`config.mk`:
```
export PLATFORM = sky130hd
export DESIGN_NAME = sram_arbiter
export DESIGN_NICKNAME = d
export VERILOG_FILES = /design/src/rtl/sram_arbiter.sv
export SDC_FILE = /design/constraint.sdc
export NUM_CORES = 1
export LEC_CHECK = 0
export ABC_AREA = 1
export ABC_CLOCK_PERIOD_IN_PS = 1200
export BUFFER_PORTS_ARGS = -buffer_cell sky130_fd_sc_hd__clkbuf_2
export CAP_MARGIN = 20
export CORE_MARGIN = 2
export CORE_UTILIZATION = 30
export CTS_CLUSTER_DIAMETER = 120
export CTS_CLUSTER_SIZE = 12
export DETAILED_ROUTE_END_ITERATION = 8
export GPL_ROUTABILITY_DRIVEN = 0
export PLACE_DENSITY = 0.69
export SLEW_MARGIN = 20
export SYNTH_ARGS = -nofsm -noshare
export SYNTH_HDL_FRONTEND = slang
export SYNTH_SLANG_ARGS = --single-unit
```
`constraint.sdc`:
```
create_clock -name Clk -period 1.2 [get_ports Clk]
set_input_delay 0.06 -clock Clk [delete_from_list [all_inputs] [get_ports Clk]]
set_output_delay 0.06 -clock Clk [all_outputs]
set_load 0.005 [all_outputs]
```
`src/rtl/sram_arbiter.sv`:
```
// ---------------------------------------------------------------------------
// sram_arbiter
//
// Shares one external 1Mx16 asynchronous SRAM between two masters:
//   port 0 : CPU memory path (MAR/MDR side, driven by the state controller)
//   port 1 : auxiliary master (program loader, debug reader, ...)
//
// Each access is a three-phase sequence:
//   IDLE   : requests are sampled and a winner is granted
//   ACCESS : CE/UB/LB low, plus OE (read) or WE (write) low, held for
//            ACCESS_CYCLES cycles
//   DONE   : strobes released, the owner's done pulses for one cycle
// When both ports ask at once, the port that was not served last wins.
// Every output is a flop, so the SRAM strobes are glitch-free.
//
// Parameters:
//   ACCESS_CYCLES  strobe width in cycles (1..15)
//   AW             SRAM address width
//
// Ports:
//   Clk, Reset          clock (rising edge), asynchronous active-low reset
//   req0/we0/addr0/wdata0, done0   port 0 request, direction, address,
//                                  write data and completion pulse
//   req1/we1/addr1/wdata1, done1   port 1, same meaning
//   rdata               data of the last completed read (shared)
//   busy                high whenever the sequencer is not in IDLE
//   owner               port currently or most recently granted
//   CE, OE, WE, UB, LB  active-low SRAM strobes
//   ADDR                SRAM address
//   Data_to_SRAM        write data toward the tristate buffer
//   drive_en            tristate enable, high only while a write drives
//   Data_from_SRAM      read data from the tristate buffer
// ---------------------------------------------------------------------------
module sram_arbiter #(
  parameter int ACCESS_CYCLES = 2,
  parameter int AW            = 20
) (
  input  logic          Clk,
  input  logic          Reset,

  input  logic          req0,
  input  logic          we0,
  input  logic [AW-1:0] addr0,
  input  logic [15:0]   wdata0,
  output logic          done0,

  input  logic          req1,
  input  logic          we1,
  input  logic [AW-1:0] addr1,
  input  logic [15:0]   wdata1,
  output logic          done1,

  output logic [15:0]   rdata,
  output logic          busy,
  output logic          owner,

  output logic          CE,
  output logic          OE,
  output logic          WE,
  output logic          UB,
  output logic          LB,
  output logic [AW-1:0] ADDR,
  output logic [15:0]   Data_to_SRAM,
  output logic          drive_en,
  input  logic [15:0]   Data_from_SRAM
);

  // The counter is loaded with ACCESS_CYCLES-1 and the access ends on the
  // cycle it reads zero, which gives exactly ACCESS_CYCLES strobe cycles.
  localparam logic [3:0] CNT_LOAD = 4'(ACCESS_CYCLES - 1);

  typedef enum logic [1:0] {
    ST_IDLE,
    ST_ACCESS,
    ST_DONE
  } state_t;

  state_t        r_state;
  logic          r_ptr;
  logic          r_we;
  logic [3:0]    r_cnt;

  logic          w_anyReq;
  logic          w_grant1;
  logic          w_winWe;
  logic [AW-1:0] w_winAddr;
  logic [15:0]   w_winWdata;

  // Winner selection. Port 1 wins when it is the only requester, or when
  // both request and port 0 was served last (pointer == 0).
  always_comb begin
    w_anyReq   = req0 | req1;
    w_grant1   = req1 & (~req0 | ~r_ptr);
    w_winWe    = w_grant1 ? we1    : we0;
    w_winAddr  = w_grant1 ? addr1  : addr0;
    w_winWdata = w_grant1 ? wdata1 : wdata0;
  end

  // Sequencer with registered outputs. The strobes for ACCESS are set on
  // the grant edge so they are already valid in the first ACCESS cycle, and
  // released on the final counter edge so DONE starts with them high.
  always_ff @(posedge Clk or negedge Reset) begin
    if (!Reset) begin
      r_state      <= ST_IDLE;
      r_ptr        <= 1'b1;
      r_we         <= 1'b0;
      r_cnt        <= 4'd0;
      CE           <= 1'b1;
      OE           <= 1'b1;
      WE           <= 1'b1;
      UB           <= 1'b1;
      LB           <= 1'b1;
      ADDR         <= '0;
      Data_to_SRAM <= 16'h0000;
      drive_en     <= 1'b0;
      rdata        <= 16'h0000;
      done0        <= 1'b0;
      done1        <= 1'b0;
      busy         <= 1'b0;
      owner        <= 1'b0;
    end else begin
      case (r_state)
        ST_IDLE: begin
          done0 <= 1'b0;
          done1 <= 1'b0;
          if (w_anyReq) begin
            r_state <= ST_ACCESS;
            r_ptr   <= w_grant1;
            owner   <= w_grant1;
            r_we    <= w_winWe;
            r_cnt   <= CNT_LOAD;
            busy    <= 1'b1;
            CE      <= 1'b0;
            UB      <= 1'b0;
            LB      <= 1'b0;
            ADDR    <= w_winAddr;
            if (w_winWe) begin
              WE           <= 1'b0;
              OE           <= 1'b1;
              drive_en     <= 1'b1;
              Data_to_SRAM <= w_winWdata;
            end else begin
              WE       <= 1'b1;
              OE       <= 1'b0;
              drive_en <= 1'b0;
            end
          end
        end

        ST_ACCESS: begin
          if (r_cnt == 4'd0) begin
            r_state <= ST_DONE;
            CE      <= 1'b1;
            OE      <= 1'b1;
            WE      <= 1'b1;
            UB      <= 1'b1;
            LB      <= 1'b1;
            if (!r_we) begin
              rdata <= Data_from_SRAM;
            end
            done0 <= ~owner;
            done1 <= owner;
          end else begin
            r_cnt <= r_cnt - 4'd1;
          end
        end

        // drive_en is deliberately left high through DONE on writes so the
        // data bus is held past the WE rising edge.
        ST_DONE: begin
          r_state  <= ST_IDLE;
          done0    <= 1'b0;
          done1    <= 1'b0;
          drive_en <= 1'b0;
          busy     <= 1'b0;
        end

        default: begin
          r_state <= ST_IDLE;
        end
      endcase
    end
  end

endmodule

```
* After elaboration in Yosys (flattened, before gate mapping)
Index checks and enable logic that the tools add are counted.
** Cells by class
- Bitwise gates (word level) :: 7
- Reduce and logical (&&, ||, !) cells :: 14
- Equality and inequality tests :: 5
- Add/sub/neg operators :: 1
- Multiplexer cells :: 25
** Operators by type and width (count)
- 2-to-1 mux 20 bit :: 1
- 2-to-1 mux 16 bit :: 1
- case mux 1 bit (2 select lines) :: 7
- AND reduction 3 bit :: 4
- 2-to-1 mux 1 bit :: 10
- 2-to-1 mux 4 bit :: 2
- case mux 4 bit (2 select lines) :: 1
- AND reduction 2 bit :: 4
- inequality test 2 bit, second input constant :: 3
- nonzero test 2 bit :: 3
- logical NOT 4 bit :: 1
- 2-to-1 mux 2 bit :: 2
- NOT 1 bit :: 4
- case mux 2 bit (2 select lines) :: 1
- subtractor 4 x 1 -> 4 bit, second input constant :: 1
- equality test 2 x 1 -> 1 bit, second input constant :: 1
- equality test 2 bit, second input constant :: 1
- logical NOT 2 bit :: 1
- OR 1 bit :: 2
- OR reduction 2 bit :: 1
- AND 1 bit :: 1
** Storage, ports and cells
- Input port bits :: 94
- Output and inout port bits :: 62
- Register bits :: 68

* Longest topological paths before layout
Gate-level depths: netlist of the first run.
- Depth after elaboration :: 7
- Depth in mapped cells :: 9
- Mapped depth without buffers :: 7

* Worst setup path before layout of the first run
No wires, ideal clock.
- Kind :: register -> register
- Start point :: register r_ptr
- End point :: register Data_to_SRAM[10]
- Path slack :: -0.131 ns
- Period minus slack after synthesis :: 1.331 ns
- Data required time :: 1.083 ns
- Setup time :: 0.117 ns
- Arrival time :: 1.214 ns
- Stages on the path, launching flop included :: 9
- Cell sequence :: dfstp_2 nand2_1 nand2_1 nand2_1 and2_1 buf_2 buf_4 nand3_1 nand2_1
** Between the ends
- Cells in the longest elaborated chain, start to end :: 5
- Elaborated cells between the ends (all ways) :: 6
- Those cells by class :: mux: 2; bitwise: 3; reduce/logical: 1
** Ends and longest elaborated chain
- start: declaration :: RTL line 79 : logic r_ptr;
- start signal: assignment :: RTL line 128 : r_ptr <= w_grant1;
- NOT 1 bit (*) :: RTL line 93 : w_grant1 = req1 & (~req0 | ~r_ptr);
- OR 1 bit (*) :: RTL line 93
- AND 1 bit (*) :: RTL line 93
- 2-to-1 mux 1 bit :: RTL line 94 : w_winWe = w_grant1 ? we1 : we0;
- AND reduction 3 bit (no line)
- end signal: assignment :: RTL line 141 : Data_to_SRAM <= w_winWdata;
- end: declaration :: RTL line 63 : output logic [15:0] Data_to_SRAM,
Every way passes the cells marked *; elsewhere a longest branch is shown, timed or not.
A chain may end at the register's enable or synchronous reset.

* Worst setup path after layout of the first run
- Start point :: register r_state[1]
- End point :: register ADDR[7]
** Between the ends
- Cells in the longest elaborated chain, start to end :: 2
** Ends and longest elaborated chain
- start: declaration :: RTL line 78 : state_t r_state;
- start signal: assignment :: RTL line 104 : r_state <= ST_IDLE;
- start signal: assignment :: RTL line 127 : r_state <= ST_ACCESS;
- start signal: assignment :: RTL line 152 : r_state <= ST_DONE;
- logical NOT 2 bit :: RTL line 122 : case (r_state)
- AND reduction 2 bit (no line)
- end signal: assignment :: RTL line 136 : ADDR <= w_winAddr;
- end: declaration :: RTL line 62 : output logic [AW-1:0] ADDR,
Every way passes these cells.

==> impl_metrics.yaml, run 1 <==
run_status:
  outcome: "finished with violations"
  violations: "setup timing"
clock_network:
  cts_buffers: 9
  cts_max_path_buffers: 2
  root_buffer: "clkbuf_8"
  htree_levels: 3
  clk_latency_ns: 0.34
  clock-sinks: 68
  clk_pin_slew_ns: 0.08
  cts_tree: "built"
timing:
  setup_slack_ns: -0.164
  tightest_slew_ns: 0.428
  fmaxAchievable_ghz: 0.733
  slew_headroom_pct: 71.5
  slew_violations: 0
  grt_setup_unrepaired: "true"
  fin_crit_sh_pct: 114
  whs_ns: 0.0228
  hold_violations: 0
  finalClockSkew_ns: 0.0119
  final.min_clock_period_ns: 1.36
  setup_viol: 60
die:
  dieArea_um2: 11400
  start_util_pct: 30.7
  die_h_um: 107
  ioPinCount: 156
  core_area_um2: 10300
  rows: 37
  fp.dieW_um: 107
synthesis:
  synthArstFlopShare_pct: 100
  synth_warnings: 0
  syn_nets: 480
  ys_dominant_reg_cell: "dfrtp_1"
  synth.distinct_cells: 29
  synth-seq-cells: 68
  synth-edff-count: 0
  syn_area_um2: 3160
  ys_seq_area_share_pct: 54.1
  synthCells: 385
  avgSynthCellArea_um2: 8.20
power:
  clock_power_share_pct: 15.0
  combPwrFrac_pct: 52.2
  power.share.sequential_pct: 32.7
  p_int_mw: 7.78
  sw_frac_of_total_pct: 39.5
  netSwitchingPower_mw: 5.07
  leakagePower_nw: 2.90
  ir_drop_mv: 0.943
  power.density_nw_per_um2: 2320
worst_setup_path:
  worst_r2r_startpoint: "r_state[1]"
  slowest_stage: "dfrtp_2"
  cpPeakStageDelay_ns: 0.43
  r2r_slack_ns: -0.16
  path_delay_family: "flip-flops"
  cp_cell_sequence: "nor2_4 > inv_2 > nor2_4 > buf_4 > buf_8 > o21ai_1 > o21ai_1"
  rr_worst_depth: 7
  critPathArrivalTime_ns: 1.63
  end_kind: "flop"
  r2r-end: "ADDR[7]"
  cp-start-kind: "flop"
  crit_fanout: 9
  cp.buffers_inverters: 3
  crit_type: "flop to flop"
  required_ns: 1.47
worst_hold_path:
  hold_start: "addr0[14]"
  hp-class: "input port to flop"
  whs_path_depth: 3
  hold_end: "ADDR[14]"
global_route:
  grt_pass1_wl_um: 16900
  grt_start_max_net_pins: 38
  track_usage_pct: 18.8
  antenna_found_initial: 0
  grt_overflow: 0
  grt_pass1_vias: 3627
final_layout:
  final_cells: 769
  drive_above_1_share_pct: 46.6
  multi_input_area_um2: 1520
  layout_commonest_cell: "clkbuf_2"
  diodes: 0
  area_growth_pct: 75.2
  fin_nets: 723
  final_cell_mix: "154 x clkbuf_2, 136 x nand2_1, 62 x dfrtp_1, 54 x dlygate4sd3_1, 40 x o21ai_1"
  seqCellArea_um2: 1710
  fill_cells: 931
job:
  drv_cap: 0
detailed_routing:
  drc: 0
  drt_wl_total_um: 10700
  ant_nets: 0
  avgRoutedWirePerCell_um: 13.9
  drt_iter0_markers: 138
  via_per_inst: 4.58
  vias: 3522
  drtPass1Iterations: 4
placement:
  dp.cells: 682
  io_buffer_count: 155
  hpwl_um: 6520
metal layers:
layer  part of all wire, %  vias up  GRT usage, %
met3                   5.4       24          3.53
met5                     0        -             0
met4                   2.2        0          7.51
li1                      -     1709             -
met2                    53      130          34.7
met1                    39     1659          21.3
how the worst max path moves through the flow:
stage | from | to | slack (ns) | cells after the start
floorplan | r_ptr | ADDR[0] | -0.10 | 7
global placement | r_ptr | ADDR[13] | -0.15 | 6
detailed placement | r_ptr | ADDR[5] | -0.21 | 6
CTS | r_state[1] | Data_to_SRAM[12] | -0.14 | 7
global route | r_state[0] | ADDR[5] | -0.22 | 7
finish | r_state[1] | ADDR[7] | -0.16 | 7
kinds of logic after synthesis:
| family | share of synthesized area (%) |
|---|---|
| simple gates | 30.4 |
| flops | 54.1 |
| compound gates | 7.89 |
| buf+inv | 7.21 |
| fa+ha+maj | 0.396 |
worst register-to-register path, stage by stage (launching register included):
cell and delay (ns):
dfrtp_2 0.43, nor2_4 0.15, inv_2 0.06, nor2_4 0.16, buf_4 0.15, buf_8 0.12, o21ai_1 0.09, o21ai_1 0.14
area by class of cell:
cell class,count,area share [%]
timing repair buffer,254,32.9
sequential,68,30.9
multi-input combinational,282,27.6
tap,136,3.08
clock buffer,12,2.81
inverter,12,1.58
clock inverter,4,0.860
timing repair inverter,1,0.294
synth_stat cells, types with 2 or more instances:
cell | n | area share, %
nand2_1 | 160 | 19
nand3_2 | 2 | 0.63
dfstp_2 | 4 | 3.3
inv_1 | 8 | 0.95
nor2_1 | 26 | 3.1
buf_2 | 8 | 1.3
o21ai_0 | 28 | 4.4
buf_4 | 10 | 2.4
buf_6 | 4 | 1.4
o21ai_1 | 18 | 2.9
dfrtp_1 | 64 | 51
nand3_1 | 35 | 5.5
nor2_2 | 2 | 0.40
state kept, by name, summed over array words and instances, names as in the netlist, 2 cells and up:
signal and count:
r_cnt 4, rdata 16, r_state 2, Data_to_SRAM 16, ADDR 20
per-stage QoR:
stage                     worst slack (ns)  cell area [um^2]  util [%]  power (mW)  TNS (ns)
after floorplan                     -0.102              3190         -        6.89     -3.02
after CTS                           -0.140              5260      51.2        12.1     -3.98
after global placement              -0.154              4220      41.1        8.91     -5.57
after global routing                -0.217              5530      53.8        13.8    -10.00
after detailed placement            -0.214              4220      41.1        9.11     -8.08
final                               -0.164              5530      53.8        12.8     -5.86
power groups by stage:
| stage | Sequential, mW | Clock [mW] | Combinational [mW] |
|---|---|---|---|
| 6_report | 4.21 | 1.93 | 6.71 |
| 5_1_grt | 4.32 | 2.10 | 7.42 |
| 4_1_cts | 4.18 | 1.99 | 5.91 |
| 3_5_place_dp | 4.16 | 0 | 4.96 |
| 3_3_place_gp | 4.13 | 0 | 4.78 |
| 2_1_floorplan | 4.16 | 0 | 2.73 |
timing repair:
item	4_1_cts	5_1_grt
setup endpoints to repair	63	68
hold buffers	54	0
buffers inserted	6	7
hold endpoints to repair	88	0
gates resized for setup	84	48
pin swaps	22	15
gates cloned	2	2
No activity file was read; power rests on OpenSTA's default activity.
==> run 2, diff against run 1 <==
Settings changed: ABC_CLOCK_PERIOD_IN_PS 1200 to 1300, CTS_BUF_LIST set to sky130_fd_sc_hd__clkbuf_16, PLACE_DENSITY 0.69 to 0.67.
Clock period 1.2 ns to 1.3 ns, I/O delays scaled along.
==> run 2 against run 1 <==
  * The flow still finishes with violations (setup timing)
  * Combinational power decreased by 25%
  * Sequential share of layout area increased by 3.7 points
  * Setup slack improved by 0.16 ns
  * Sequential power decreased by 9.0%
  * Critical path depth increased by 2
  * Worst hold slack got worse by 0.014 ns
  * Utilization decreased by 5.9 points
  * First-iteration DRC count increased by 9.4%
  * Critical path type unchanged
  * Highest routed layer unchanged
==> impl_metrics.yaml, run 2 (same netlist as run 1, synthesis figures left out) <==
timing:
  setup_slack_ns: -0.00493
  tns_ns: -0.00493
  tightest_slew_ns: 0.423
  slew_violations: 0
  hold_violations: 0
  grt_setup_unrepaired: "true"
  setup_viol: 1
  finalClockSkew_ns: 0.00665
  final.min_clock_period_ns: 1.30
  slew_headroom_pct: 71.8
  fmaxAchievable_ghz: 0.766
  fin_crit_sh_pct: 100
worst_hold_path:
  hp-class: "input port to flop"
  whs_path_depth: 3
detailed_routing:
  drc: 0
  vias: 3248
  drt_iter0_markers: 151
  drt_wl_total_um: 9120
  drtPass1Iterations: 4
  avgRoutedWirePerCell_um: 12.6
  ant_nets: 0
  via_per_inst: 4.49
global_route:
  grt_pass1_wl_um: 15000
  grt_start_max_net_pins: 38
  grt_pass1_vias: 3316
  antenna_found_initial: 0
  track_usage_pct: 16.6
  grt_overflow: 0
worst_setup_path:
  critPathArrivalTime_ns: 1.53
  crit_type: "flop to flop"
  rr_worst_depth: 9
  r2r_slack_ns: -0.005
  crit_fanout: 11
  end_kind: "flop"
  required_ns: 1.52
  cp-start-kind: "flop"
power:
  power.total_mw: 11.4
  ir_drop_mv: 0.818
  power.density_nw_per_um2: 2320
  leakagePower_nw: 2.70
final_layout:
  multi_input_area_um2: 1290
  area_growth_pct: 56.0
  final_cell_mix: "154 x nand2_1, 154 x clkbuf_2, 64 x dfrtp_1, 36 x o21ai_1, 35 x nand3_1"
  final_util_pct: 47.9
  diodes: 0
  fill_cells: 1008
  largest-register: "ADDR"
  seqCellArea_um2: 1710
  reg_top3: "ADDR (20), Data_to_SRAM (16), rdata (16)"
  drive_above_1_share_pct: 39.4
  largest_register_ffs: 20
  fin_nets: 677
clock_network:
  clk_pin_slew_ns: 0.05
  cts_buffers: 9
  clock-sinks: 68
  root_buffer: "clkbuf_16"
  cts_max_path_buffers: 2
  htree_levels: 3
  clk_latency_ns: 0.33
  cts_tree: "built"
die:
  die_h_um: 107
  core_area_um2: 10300
  fp.dieW_um: 107
  dieArea_um2: 11400
  ioPinCount: 156
  start_util_pct: 30.7
  rows: 37
placement:
  io_buffer_count: 155
  hpwl_um: 6350
  dp_slack_ns: -0.184
run_status:
  violations: "setup timing"
  outcome: "finished with violations"
job:
  drv_cap: 0
run 2: critical path, stage by stage (launching register included):
cell and delay, ns:
dfrtp_1 0.40, buf_4 0.13, inv_2 0.04, nor2_4 0.15, nand3_4 0.10, inv_4 0.09, buf_8 0.13, nand2_1 0.07
nand2_1 0.06, inv_1 0.03
run 2: timing repair:
item	CTS	global route
buffers inserted	2	4
hold buffers	22	1
pin swaps	2	3
resized for setup	27	30
endpoints found under the hold margin	49	1
gates cloned	0	1
endpoints found under the setup margin	58	62
run 2: routing by layer:
| layer | wire length [um] | global-route usage [%] |
|---|---|---|
| met4 | 214 | 7.14 |
| met2 | 4530 | 29.0 |
| met5 | 0 | 0 |
| met3 | 539 | 3.83 |
| met1 | 3840 | 19.5 |
run 2: worst paths after layout:
path,from,end
worst max register to register,r_state[0],done0
max in group asynchronous,Reset,rdata[0]
worst min register to register,rdata[11],rdata[11]
worst max-delay path,r_state[0],done0
min in group asynchronous,Reset,done1
worst min-delay path,addr1[0],ADDR[0]
run 2: where the power goes:
part / switching (mW) / internal [mW] / total, mW
combinational: 2.62 / 2.39 / 5.01
clock: 0.904 / 1.67 / 2.57
sequential: 0.624 / 3.21 / 3.83
total: 4.15 / 7.27 / 11.4
run 2: stage by stage:
stage	hold WS (ns)	cells	area (um^2)
3_3_place_gp	0.0271	677	4180
4_1_cts	0.00262	717	4790
2_1_floorplan	-0.231	385	3170
6_report	0.00842	723	4920
3_5_place_dp	0.0327	677	4180
5_1_grt	0.0114	723	4920
run 2: cell type report:
class | instances | share of cell area (%)
Sequential cell | 68 | 34.7
Timing Repair Buffer | 210 | 27.9
Multi-Input combinational cell | 281 | 26.2
Clock buffer | 9 | 4.57
Tap cell | 136 | 3.46
Clock inverter | 7 | 1.88
Inverter | 12 | 1.30
==> run 3, diff against run 2 <==
Settings changed: CELL_PAD_IN_SITES_DETAIL_PLACEMENT set to 1, CELL_PAD_IN_SITES_GLOBAL_PLACEMENT set to 1, PLACE_DENSITY 0.67 to 0.86.
==> run 3 against run 2 <==
  * The flow still finishes with violations (setup timing)
  * Critical endpoint is now Data_to_SRAM[0]
  * Clock power rose by 8.2%
  * Die area is the same
  * Largest power group unchanged
  * Highest routed layer unchanged
  * Clock skew is 0.00090 ns higher
  * Global-route usage grew 3.1 points
  * Utilization rose by 0.75 points
  * Sequential share of layout area decreased by 0.49 points
==> impl_metrics.yaml, run 3 (same netlist as run 1, synthesis figures left out) <==
final_layout:
  final_cell_mix: "154 x clkbuf_2, 151 x nand2_1, 62 x dfrtp_1, 31 x o21ai_1, 31 x nand3_1"
  largest_register_ffs: 20
  final_util_pct: 48.7
  area_growth_pct: 58.5
  diodes: 0
  reg_top3: "ADDR (20), Data_to_SRAM (16), rdata (16)"
  fin_nets: 680
  layout_commonest_cell: "clkbuf_2"
  fin_area_um2: 5000
  largest-register: "ADDR"
  drive_above_1_share_pct: 40.3
timing:
  setup_slack_ns: -0.0227
  tns_ns: -0.158
  tightest_slew_ns: 0.415
  fmaxAchievable_ghz: 0.756
  slew_violations: 0
  hold_violations: 0
  fin_crit_sh_pct: 102
  finalClockSkew_ns: 0.00755
  setup_viol: 16
  final.min_clock_period_ns: 1.32
  grt_setup_unrepaired: "true"
  slew_headroom_pct: 72.4
detailed_routing:
  drt_wl_total_um: 10800
  via_per_inst: 4.68
  vias: 3396
  avgRoutedWirePerCell_um: 14.9
  drc: 0
  ant_nets: 0
  drt_iter0_markers: 120
  drtPass1Iterations: 4
  met1Wirelength_um: 4260
  top_layer_used: "met4"
  dr_wl_met2_um: 5820
  met3_length_um: 516
power:
  leakagePower_nw: 2.71
  ir_drop_mv: 0.714
  power.total_mw: 11.9
  power.density_nw_per_um2: 2380
die:
  fp.dieW_um: 107
  start_util_pct: 30.7
  core_area_um2: 10300
  ioPinCount: 156
  dieArea_um2: 11400
  die_h_um: 107
  rows: 37
clock_network:
  htree_levels: 3
  cts_max_path_buffers: 2
  clock-sinks: 68
  cts_tree: "built"
  clk_pin_slew_ns: 0.06
  cts_buffers: 9
  root_buffer: "clkbuf_16"
  clk_latency_ns: 0.33
job:
  drv_cap: 0
worst_setup_path:
  required_ns: 1.51
  worst_r2r_startpoint: "r_state[0]"
  cp_cell_sequence: "nor2_4 > inv_2 > nor2_4 > nand3_2 > buf_12 > nand2_1 > nand2_1"
  cp.buffers_inverters: 2
  slowest_stage: "dfrtp_2"
  critPathArrivalTime_ns: 1.53
  cp-start-kind: "flop"
  path_delay_family: "simple AND/OR/NAND/NOR gates"
  end_kind: "flop"
  crit_type: "flop to flop"
  setup.worst_path.start: "r_state[0]"
  crit_fanout: 20
  cpPeakStageDelay_ns: 0.44
placement:
  io_buffer_count: 155
  dp_slack_ns: -0.189
  hpwl_um: 7570
  dpl_cell_area_um2: 4170
global_route:
  antenna_found_initial: 0
  grt_start_max_net_pins: 38
  grt_overflow: 0
  track_usage_pct: 19.7
  grt_pass1_wl_um: 17500
  grt_pass1_vias: 3669
run_status:
  violations: "setup timing"
  outcome: "finished with violations"
worst_hold_path:
  hp-class: "input port to flop"
  hold_start: "addr1[19]"
-- run 3: worst paths after layout --
check	endpoint	slack, ns	cells after the start
max in group asynchronous	r_ptr	0.53	3
worst max register to register	Data_to_SRAM[0]	-0.02	7
worst min register to register	rdata[1]	0.47	2
min in group asynchronous	busy	0.21	2
worst max-delay path	Data_to_SRAM[0]	-0.02	7
worst min-delay path	ADDR[19]	0.01	3
-- run 3: final cells by class --
cell class                      count  area, um^2
Timing Repair Buffer              213        1400
Inverter                           12        57.6
Clock inverter                      7         115
Clock buffer                        9         225
Multi-Input combinational cell    281        1320
Fill cell                        1281        5280
Tap cell                          136         170
Sequential cell                    68        1710
-- run 3: report_power, final --
part	internal (mW)	switching (mW)
combinational	2.41	2.78
sequential	3.22	0.697
clock	1.87	0.916
-- run 3: metrics by stage --
| step | hold WS, ns | instances |
|---|---|---|
| 6_report | 0.0105 | 726 |
| 5_1_grt | 0.0100 | 726 |
| 4_1_cts | 0.000734 | 720 |
| 3_5_place_dp | 0.0331 | 677 |
| 3_3_place_gp | 0.0228 | 677 |
| 2_1_floorplan | -0.231 | 385 |
-- run 3: worst min-delay path, stage by stage --
cell and delay [ns]:
clkbuf_2 0.08, nor2_1 0.04, o21ai_1 0.12
-- run 3: repair_timing --
| item | in CTS | in global routing |
|---|---|---|
| buffers inserted | 1 | 4 |
| gates cloned | 0 | 1 |
| endpoints found under the setup margin | 61 | 60 |
| endpoints found under the hold margin | 53 | 1 |
| gates resized for setup | 23 | 34 |
| pin swaps | 2 | 7 |
| hold buffers | 26 | 1 |
-- run 3: metal layers --
layer  GRT usage, %  vias to the layer above
met5              0                        -
met4           7.42                        0
met3           5.05                       15
met2           36.0                      100
met1           21.9                     1653
li1               -                     1628
